--- src/rtl/add32_pkg.sv ---
// Shared types and constants for the add_sub32_seq slice.
// State encoding, operand widths and the add/sub op code.
package add32_pkg;

  localparam int WIDTH = 32;
  localparam int HALF  = 16;

  localparam logic ADD = 1'b0;
  localparam logic SUB = 1'b1;

  typedef enum logic [1:0] {
    IDLE = 2'd0,
    LOW  = 2'd1,
    HIGH = 2'd2,
    DONE = 2'd3
  } state_t;

endpackage

--- src/rtl/add_sub32_seq_rca16.sv ---
// 16-bit carry-select adder shared by both passes of add_sub32_seq.
// Upper byte is precomputed for both carries and picked by the low carry.
module RCA_16bit (
  input  logic [15:0] a,
  input  logic [15:0] b,
  input  logic        cin,
  output logic [15:0] sum,
  output logic        cout
);

  logic [8:0] lo;
  logic [8:0] hi0;
  logic [8:0] hi1;

  assign lo  = {1'b0, a[7:0]} + {1'b0, b[7:0]} + {8'd0, cin};
  assign hi0 = {1'b0, a[15:8]} + {1'b0, b[15:8]};
  assign hi1 = hi0 + 9'd1;

  assign sum[7:0]  = lo[7:0];
  assign sum[15:8] = lo[8] ? hi1[7:0] : hi0[7:0];
  assign cout      = lo[8] ? hi1[8] : hi0[8];

endmodule

--- src/rtl/add_sub32_seq.sv ---
// Two-pass 32-bit add/sub over one 16-bit adder, low half first.
// Define ADD32_OVF_EN to register signed overflow; otherwise it is 0.
module add_sub32_seq #(
  parameter int WIDTH = add32_pkg::WIDTH,
  parameter int HALF  = add32_pkg::HALF
) (
  input  logic             clock,
  input  logic             reset,
  input  logic             in_valid,
  output logic             in_ready,
  input  logic [WIDTH-1:0] a,
  input  logic [WIDTH-1:0] b,
  input  logic             sub,
  output logic             out_valid,
  input  logic             out_ready,
  output logic [WIDTH-1:0] result,
  output logic             cout,
  output logic             overflow
);

  import add32_pkg::*;

  state_t           state;
  logic [WIDTH-1:0] a_q;
  logic [WIDTH-1:0] b_q;
  logic             cin_q;
  logic             c16;
  logic             accept;
  logic [HALF-1:0]  add_a;
  logic [HALF-1:0]  add_b;
  logic [HALF-1:0]  add_s;
  logic             add_ci;
  logic             add_co;
  logic             hi_pass;

  assign in_ready = (state == IDLE) ||
                    ((state == DONE) && out_ready);
  assign accept   = in_valid && in_ready;
  assign hi_pass  = (state == HIGH);

  assign add_a  = hi_pass ? a_q[WIDTH-1:HALF] : a_q[HALF-1:0];
  assign add_b  = hi_pass ? b_q[WIDTH-1:HALF] : b_q[HALF-1:0];
  assign add_ci = hi_pass ? c16 : cin_q;

  RCA_16bit u_rca (
    .a    (add_a),
    .b    (add_b),
    .cin  (add_ci),
    .sum  (add_s),
    .cout (add_co)
  );

  // Operand capture, pass sequencing and result assembly.
  always_ff @(posedge clock or posedge reset) begin
    if (reset) begin
      state     <= IDLE;
      a_q       <= '0;
      b_q       <= '0;
      cin_q     <= 1'b0;
      c16       <= 1'b0;
      result    <= '0;
      cout      <= 1'b0;
      out_valid <= 1'b0;
    end else begin
      if (accept) begin
        a_q   <= a;
        b_q   <= (sub == SUB) ? ~b : b;
        cin_q <= (sub == SUB);
      end
      unique case (state)
        IDLE: begin
          if (accept) state <= LOW;
        end
        LOW: begin
          result[HALF-1:0] <= add_s;
          c16              <= add_co;
          state            <= HIGH;
        end
        HIGH: begin
          result[WIDTH-1:HALF] <= add_s;
          cout                 <= add_co;
          out_valid            <= 1'b1;
          state                <= DONE;
        end
        DONE: begin
          if (out_ready) begin
            out_valid <= 1'b0;
            state     <= in_valid ? LOW : IDLE;
          end
        end
      endcase
    end
  end

`ifdef ADD32_OVF_EN
  // Signed overflow from the sign bits seen on the high pass.
  always_ff @(posedge clock or posedge reset) begin
    if (reset) begin
      overflow <= 1'b0;
    end else if (hi_pass) begin
      overflow <= (a_q[WIDTH-1] == b_q[WIDTH-1]) &&
                  (add_s[HALF-1] != a_q[WIDTH-1]);
    end
  end
`else
  assign overflow = 1'b0;
`endif

endmodule
--- config.mk ---
export PLATFORM = sky130hd
export DESIGN_NAME = add_sub32_seq
export DESIGN_NICKNAME = d
export VERILOG_FILES = /design/src/rtl/add32_pkg.sv /design/src/rtl/add_sub32_seq_rca16.sv /design/src/rtl/add_sub32_seq.sv
export SDC_FILE = /design/constraint.sdc
export NUM_CORES = 1
export LEC_CHECK = 0
export CORE_MARGIN = 10
export CORE_UTILIZATION = 47
export DETAILED_ROUTE_END_ITERATION = 8
export PLACE_DENSITY = 0.76
export SLEW_MARGIN = 15
export SYNTH_ARGS = -nofsm -noshare
export SYNTH_HDL_FRONTEND = slang
export SYNTH_SLANG_ARGS = --single-unit
--- constraint.sdc ---
create_clock -name clock -period 3.8 [get_ports clock]
set_clock_uncertainty 0.2 [all_clocks]
set_input_delay 0.76 -clock clock [delete_from_list [all_inputs] [get_ports clock]]
set_output_delay 0.76 -clock clock [all_outputs]
set_load 0.03 [all_outputs]
==> results of run 1 <==
==> cell type report <==
cell class | count | area, um^2
fillers | 932 | 4360
repair buffers | 117 | 1160
well taps | 143 | 179
flip-flops and latches | 102 | 2550
multi-input cells | 329 | 2740
clock inverters | 6 | 93.8
inverters | 13 | 51.3
clock buffers | 10 | 239
==> worst min-delay path by stage <==
stage / from / end / slack [ps] / depth (start not counted)
6_report: b_q[26]$_DFFE_PP0P_ / b_q[26]$_DFFE_PP0P_ / 280 / 2
3_5_place_dp: b_q[22]$_DFFE_PP0P_ / b_q[22]$_DFFE_PP0P_ / 260 / 2
2_1_floorplan: b_q[16]$_DFFE_PP0P_ / b_q[16]$_DFFE_PP0P_ / 240 / 2
3_3_place_gp: b_q[26]$_DFFE_PP0P_ / b_q[26]$_DFFE_PP0P_ / 260 / 2
4_1_cts: b_q[26]$_DFFE_PP0P_ / b_q[26]$_DFFE_PP0P_ / 280 / 2
5_1_grt: b_q[18]$_DFFE_PP0P_ / b_q[18]$_DFFE_PP0P_ / 300 / 2
==> repair_timing <==
action | 4_1_cts | 5_1_grt
pin swaps | 0 | 1
setup endpoints to repair | 5 | 8
buffers inserted | 0 | 1
gates resized for setup | 1 | 3
==> critical path, cell delays in order, from the launching register on <==
cell                       delay (ps)
sky130_fd_sc_hd__dfrtp_1          410
sky130_fd_sc_hd__inv_2            130
sky130_fd_sc_hd__ha_4             230
sky130_fd_sc_hd__buf_4            200
sky130_fd_sc_hd__mux2_2           380
sky130_fd_sc_hd__ha_1             300
sky130_fd_sc_hd__a211o_1          360
sky130_fd_sc_hd__and2_4           160
sky130_fd_sc_hd__or4b_4           530
sky130_fd_sc_hd__nor4_4           160
sky130_fd_sc_hd__nor3_2            90
sky130_fd_sc_hd__and4bb_1         200
sky130_fd_sc_hd__nand3b_1         150
==> stage by stage <==
step | hold slack (ps) | cell area (um^2) | setup TNS (ps) | setup WS, ps
floorplan | 244 | 5430 | 0 | 34.6
global placement | 257 | 6660 | 0 | 143
detailed placement | 264 | 6660 | -28.3 | -28.3
CTS | 280 | 7000 | 0 | 38.0
global route | 303 | 7010 | 0 | 2.06
finish | 277 | 7010 | 0 | 183
==> state kept, by name, summed over array words and instances (netlist names) <==
| register | cells |
|---|---|
| a_q | 32 |
| cin_q | 1 |
| out_valid | 1 |
| result | 32 |
| b_q | 32 |
| state | 2 |
| c16 | 1 |
| cout | 1 |
==> layer usage <==
metal | share of wire | vias up | track usage
li1 | - | 1830 | -
met1 | 0.48 | 1746 | 0.202
met2 | 0.46 | 85 | 0.226
met3 | 0.049 | 13 | 0.0368
met4 | 0.016 | 0 | 0.0576
met5 | 0 | - | 0
==> cells in the mapped netlist (3+ instances only) <==
cell                       number  area [um^2]
sky130_fd_sc_hd__mux2_2        85          957
sky130_fd_sc_hd__nor3_1         3         15.0
sky130_fd_sc_hd__a31oi_1        3         18.8
sky130_fd_sc_hd__nor2_1        19         71.3
sky130_fd_sc_hd__xnor2_1       43          377
sky130_fd_sc_hd__o21a_1         3         22.5
sky130_fd_sc_hd__a21o_1         3         22.5
sky130_fd_sc_hd__o21ai_0       33          165
sky130_fd_sc_hd__inv_1         13         48.8
sky130_fd_sc_hd__fa_1           3         60.1
sky130_fd_sc_hd__dfrtp_1      102         2550
sky130_fd_sc_hd__nand2_1       42          158
sky130_fd_sc_hd__mux2i_1        3         30.0
sky130_fd_sc_hd__a21oi_1       22          110
sky130_fd_sc_hd__buf_1          5         18.8
sky130_fd_sc_hd__clkbuf_1      21         78.8
sky130_fd_sc_hd__ha_1          21          263
sky130_fd_sc_hd__nand3b_1       5         37.5
sky130_fd_sc_hd__xor2_1         5         43.8
==> cell families (layout without fill, tap and decap cells) <==
group,after synthesis,after routing
buf+inv,40,146
compound gates,80,80
fa+ha+maj,24,24
mux,89,89
xor+xnor,49,49
flops,102,102
simple gates,86,86
other cells,1,1
==> out/results.md, run 1 <==
| Group | Item | Reported |
|:---|:---|:---|
| yosys | Synthesized area | 5420 um^2 |
| worst setup path | End of the worst register-to-register path | result[29]$_DFFE_PP0P_ |
| sta | Timing-limited maximum frequency | 0.276 GHz |
| grt | First-pass GRT wire length | 19.8 mm |
| layout | Share of layout cells above drive strength 1 | 0.234 |
| worst setup path | Worst R2R Start | state[0]$_DFFE_PP0P_ |
| clocking | Later-pin clock latency in the skew report | 340 ps |
| layout | Net count, final | 665 |
| sta | Slew of the pin with the lowest slew margin | 1010 ps |
| placed design | Detailed Place HPWL | 9.06 mm |
| floorplan | Core region area | 11400 um^2 |
| yosys | Synthesized-area fraction occupied by ao, oa, aoi and oai cells | 0.0898 |
| layout | Utilization after layout | 0.617 |
| worst setup path | Endpoint arrival time on the critical path | 3640 ps |
| placed design | Buffers added on ports | 103 |
| yosys | Post-synthesis area per instance | 11.5 um^2 |
| yosys | Main combinational cell family by area after synthesis | multiplexers |
| clocking | Clock transition at path regs | 70 ps |
| sta | Count of final setup violators | 0 |
| worst setup path | Last element of the critical path | result[29]$_DFFE_PP0P_ |
| grt | Pin count of the biggest net entering global routing | 98 |
| yosys | Portion of netlist area occupied by mux cells | 0.185 |
| sta | Unrepaired setup endpoints after global routing | false |
| layout | Commonest cells after routing, fill and taps aside | sky130_fd_sc_hd__dfrtp_1 (102), sky130_fd_sc_hd__clkdlybuf4s50_1 (102), sky130_fd_sc_hd__mux2_2 (85) |
| clocking | Clk root buf | sky130_fd_sc_hd__clkbuf_16 |
| floorplan | Number of placed I/O pins | 105 |
| drt | Number of iterations in the first detailed-routing pass | 4 |
| sta | Count of pins over their slew limit | 0 |
| sta | Shortest period the worst path allows | 3620 ps |
| grt | Global-route usage over all layers | 0.150 |
| placed design | Gpl congestion | 0.881 |
| drt | Post-route antenna net violation count | 0 |
| yosys | Post-Synth Simple-Gate Area | 0.0827 |
| yosys | Most used DFF post-synth | sky130_fd_sc_hd__dfrtp_1 |
| drt | Number of vias per cell | 5.10 |
| layout | Area growth syn-to-layout | 29.5% |
| worst setup path | Endpoint type of the worst setup path | flip-flop |
| status | Result of the run | completed |
| yosys | Part of the Yosys area used for sequential elements | 0.471 |
| sta | Share of the clock period used by the worst path after layout | 0.952 |
| clocking | H-tree level count | 3 |
| flow run | Max Cap Violations | 0 |
| drt | Detailed Route Iter0 Violations | 313 |
| yosys | Yosys cell types | 49 |
| clocking | Clock sink total | 102 |
| sta | Hold Vio Cnt, Final | 0 |
| drt | Via total after detailed routing | 3674 |
| clocking | Hold-fix buffer count after cts | 0 |
| yosys | Flip-flop and latch count after synthesis | 102 |
| sta | Relative slew slack | 0.327 |
| yosys | Share of async-settable or async-resettable flops after synthesis | 1.00 |
| worst setup path | Critical path fanouts, max | 9 |
| yosys | Adder and majority gate portion of the synthesized area | 0.0596 |
| layout | Antenna diode count | 0 |
| drt | Total wirelength of the detailed-routed design | 11.8 mm |
| floorplan | Overall die area | 16200 um^2 |
| yosys | Xor/xnor share of the synthesized area | 0.0827 |
| layout | Final Non-Filler Cells | 720 |
| yosys | Yosys warnings | 0 |
| floorplan | Effective utilization at floorplan | 0.477 |
| worst setup path | Setup crit start kind | flip-flop |
| yosys | EDFF count, synth | 0 |
| drt | Residual DRC count | 0 |
| yosys | Syn nets | 564 |
| floorplan | Standard-cell row count | 39 |
| drt | Routed length per instance | 16.4 um |
| placed design | Inst Count DP | 703 |
| grt | Via count of the first global-routing pass | 3891 |
| grt | Remaining global-route overflow | 0 |
| worst setup path | Path type of the worst setup path | reg2reg |
| clocking | CTS tree | yes |
| clocking | Maximum root-to-sink buffer count | 2 |
| clocking | Cts bufs inserted | 9 |
| floorplan | Die width | 127 um |
| worst setup path | Worst setup path startpoint | state[0]$_DFFE_PP0P_ |
| worst setup path | Worst setup slack for register-to-register paths | 180 ps |
| hold path | Type of the most critical hold path | reg2reg |
| worst setup path | Cells on worst reg2reg path | 12 |
| worst setup path | Required time reported for the critical path endpoint | 3820 ps |
| grt | Number of antenna violations at the first check in global routing | 0 |
| yosys | Post-Synthesis Cells | 471 |
| floorplan | Die extent in y | 127 um |
Power of run 1 is not shown: default switching activity piles up to over one toggle a cycle in this logic, so the estimate is an artifact.
==> run 2, diff against run 1 <==
--- a/config.mk
+++ b/config.mk
@@ -5,10 +5,14 @@
 export SDC_FILE = /design/constraint.sdc
 export NUM_CORES = 1
 export LEC_CHECK = 0
+export ABC_CLOCK_PERIOD_IN_PS = 3800
+export CELL_PAD_IN_SITES_DETAIL_PLACEMENT = 1
+export CELL_PAD_IN_SITES_GLOBAL_PLACEMENT = 1
 export CORE_MARGIN = 10
-export CORE_UTILIZATION = 47
+export CORE_UTILIZATION = 37
 export DETAILED_ROUTE_END_ITERATION = 8
-export PLACE_DENSITY = 0.76
+export GPL_TIMING_DRIVEN = 0
+export PLACE_DENSITY_LB_ADDON = 0.1
 export SLEW_MARGIN = 15
 export SYNTH_ARGS = -nofsm -noshare
 export SYNTH_HDL_FRONTEND = slang
==> run 2 against run 1 <==
  * Non-clock buffer count up 28
  * Fmax down 0.55%
  * Final area up 3.3%
  * Largest cell class unchanged
  * Highest routed layer unchanged
  * First-iteration DRC count down 61%
  * Register-to-register slack got worse by 20 ps
  * Setup slack got worse by 20 ps
  * Utilization down 11 points
  * Routed wire length is 23% higher
  * Critical path depth increased by 3
==> out/results.md, run 2 (synthesis gave the netlist of run 1 again) <==
| Group | Item | Reported | Delta |
|:---|:---|:---|:---|
| grt | First-pass GRT wire length | 23.5 mm | +19% |
| layout | Net count, final | 693 | +4.2% |
| clocking | Cts bufs inserted | 9 | unchanged |
| sta | Worst Setup Slack, final | 163 ps | -19.9 ps |
| grt | Pin count of the biggest net entering global routing | 75 | -23% |
| clocking | CTS tree | yes |  |
| drt | Post-route antenna net violation count | 0 | unchanged |
| clocking | H-tree level count | 3 | unchanged |
| clocking | Maximum root-to-sink buffer count | 2 | unchanged |
| sta | Hold Vio Cnt, Final | 0 | unchanged |
| floorplan | Number of placed I/O pins | 105 | unchanged |
| clocking | Clock transition at path regs | 70 ps | about the same |
| drt | Residual DRC count | 0 | unchanged |
| hold path | Endpoint, Worst Hold | b_q[25]$_DFFE_PP0P_ |  |
| layout | Largest registers | a_q x32, b_q x32, result x32 |  |
| layout | Commonest cells after routing, fill and taps aside | sky130_fd_sc_hd__dfrtp_1 (102), sky130_fd_sc_hd__clkdlybuf4s50_1 (102), sky130_fd_sc_hd__mux2_2 (83) |  |
| flow run | Max Cap Violations | 0 | unchanged |
| worst setup path | Worst setup slack for register-to-register paths | 160 ps | -20 ps |
| drt | Detailed Route Iter0 Violations | 122 | -61% |
| grt | Global-route usage over all layers | 0.146 | -0.00323 |
| floorplan | Effective utilization at floorplan | 0.376 | -0.101 |
| clocking | Hold-fix buffer count after cts | 0 | unchanged |
| clocking | Clock sink total | 102 | unchanged |
| layout | Antenna diode count | 0 | unchanged |
| floorplan | Standard-cell row count | 44 | +13% |
| drt | Number of iterations in the first detailed-routing pass | 4 | unchanged |
| floorplan | Core region area | 14400 um^2 | +27% |
| layout | Utilization after layout | 0.502 | -0.114 |
| grt | Number of antenna violations at the first check in global routing | 0 | unchanged |
| placed design | Gpl congestion | 0.810 | -8.1% |
| worst setup path | End of the worst register-to-register path | result[29]$_DFFE_PP0P_ |  |
| layout | Share of layout cells above drive strength 1 | 0.246 | +0.0123 |
| worst setup path | Endpoint arrival time on the critical path | 3720 ps | +80 ps |
| status | Result of the run | completed |  |
| layout | Total of fill cells in the finished design | 1570 | +68% |
| sta | Relative slew slack | 0.497 | +0.170 |
| worst setup path | Critical path fanouts, max | 6 | -3 |
| sta | Count of final setup violators | 0 | unchanged |
| floorplan | Die width | 141 um | +11% |
| drt | Number of vias per cell | 4.98 | -2.3% |
| layout | Finished Cell Area | 7250 um^2 | +3.3% |
| sta | Slew of the pin with the lowest slew margin | 755 ps | -255 ps |
| worst setup path | Required time reported for the critical path endpoint | 3880 ps | +60 ps |
| worst setup path | Cells on worst reg2reg path | 15 | +3 |
| grt | Via count of the first global-routing pass | 4402 | +13% |
| hold path | Type of the most critical hold path | reg2reg |  |
| sta | Shortest period the worst path allows | 3640 ps | +19.9 ps |
| placed design | Detailed Place HPWL | 11.1 mm | +22% |
| sta | Count of pins over their slew limit | 0 | unchanged |
| drt | Via total after detailed routing | 3933 | +7.0% |
| hold path | Launch point of the worst hold path | b_q[25]$_DFFE_PP0P_ |  |
| hold path | Cell count of the worst hold path | 2 | unchanged |
| clocking | Later-pin clock latency in the skew report | 350 ps | about the same |
| sta | Timing-limited maximum frequency | 0.275 GHz | -0.55% |
| worst setup path | Worst R2R Start | state[0]$_DFFE_PP0P_ |  |
| floorplan | Overall die area | 19900 um^2 | +23% |
| worst setup path | Path type of the worst setup path | reg2reg |  |
| floorplan | Die extent in y | 141 um | +11% |
| sta | Unrepaired setup endpoints after global routing | false |  |
| placed design | Buffers added on ports | 102 | -0.97% |
| worst setup path | Setup crit start kind | flip-flop |  |
| layout | Area growth syn-to-layout | 33.8% |  |
| placed design | Placement Cell Area | 6720 um^2 | +0.92% |
| placed design | Setup Slack @ Placement | -552 ps | -524 ps |
| sta | Total negative slack | 0 ps | unchanged |
| drt | Routed length per instance | 18.4 um | +12% |
| clocking | Clk root buf | sky130_fd_sc_hd__clkbuf_16 |  |
| drt | Total wirelength of the detailed-routed design | 14.5 mm | +23% |
| sta | Share of the clock period used by the worst path after layout | 0.957 | +0.00524 |
| worst setup path | Endpoint type of the worst setup path | flip-flop |  |
| grt | Remaining global-route overflow | 0 | unchanged |
==> run 2: cell types whose count changed in the layout (fill, tap and decap cells not counted), moves of 3 or more <==
cell | before | now
sky130_fd_sc_hd__buf_1 | 0 | 5
sky130_fd_sc_hd__xnor2_2 | 0 | 3
sky130_fd_sc_hd__xnor2_1 | 43 | 40
sky130_fd_sc_hd__buf_4 | 12 | 15
sky130_fd_sc_hd__clkbuf_1 | 0 | 15
==> run 2: final cells by class <==
cell class                      count  area, um^2  share of cell area
Clock buffer                        9         225              0.0311
Buffer                             27         154              0.0212
Tap cell                          184         230              0.0318
Clock inverter                      7        73.8              0.0102
Timing Repair Buffer              118        1160               0.161
Inverter                           13        53.8             0.00742
Multi-Input combinational cell    329        2790               0.385
Sequential cell                   102        2550               0.352
==> run 2: repair_timing <==
action,CTS,global route
buffers inserted,13,2
resized for setup,19,13
pin swaps,10,6
endpoints found under the setup margin,20,8
==> run 2: how the worst max path moves through the flow <==
stage	from	endpoint	slack (ps)	cells past startpoint
after floorplan	state[0]$_DFFE_PP0P_	cout$_DFFE_PP0P_	30	14
after global placement	reset	result[22]$_DFFE_PP0P_	-1380	2
after detailed placement	state[0]$_DFFE_PP0P_	cout$_DFFE_PP0P_	-550	14
after CTS	state[0]$_DFFE_PP0P_	result[29]$_DFFE_PP0P_	1	15
after global routing	state[0]$_DFFE_PP0P_	c16$_DFFE_PP0N_	20	13
final	state[0]$_DFFE_PP0P_	result[29]$_DFFE_PP0P_	160	15
==> run 2: layer usage <==
metal,share of wire,vias to the layer above,track usage
met5,0,-,0
met4,0.017,0,0.0533
met3,0.045,17,0.0296
met2,0.48,87,0.243
met1,0.46,1945,0.183
li1,-,1884,-
==> run 2: per-stage QoR <==
step / cells / hold slack, ps
after floorplan: 471 / 244
after global placement: 757 / 256
after detailed placement: 758 / 268
after CTS: 787 / 283
after global routing: 789 / 317
final: 789 / 279
==> run 2: critical path, cell delays in order (launching register included) <==
cell and delay (ps):
sky130_fd_sc_hd__dfrtp_1 400, sky130_fd_sc_hd__inv_2 90, sky130_fd_sc_hd__ha_4 130, sky130_fd_sc_hd__buf_8 110, sky130_fd_sc_hd__clkbuf_16 150, sky130_fd_sc_hd__mux2_4 310, sky130_fd_sc_hd__fa_2 420, sky130_fd_sc_hd__fa_2 390
sky130_fd_sc_hd__a211oi_2 220, sky130_fd_sc_hd__nor2_2 90, sky130_fd_sc_hd__a41oi_4 260, sky130_fd_sc_hd__buf_6 170, sky130_fd_sc_hd__nor4_4 40, sky130_fd_sc_hd__nor3_2 270, sky130_fd_sc_hd__and4bb_1 210, sky130_fd_sc_hd__nand3b_1 100
Power of run 2 is left out for the same reason.
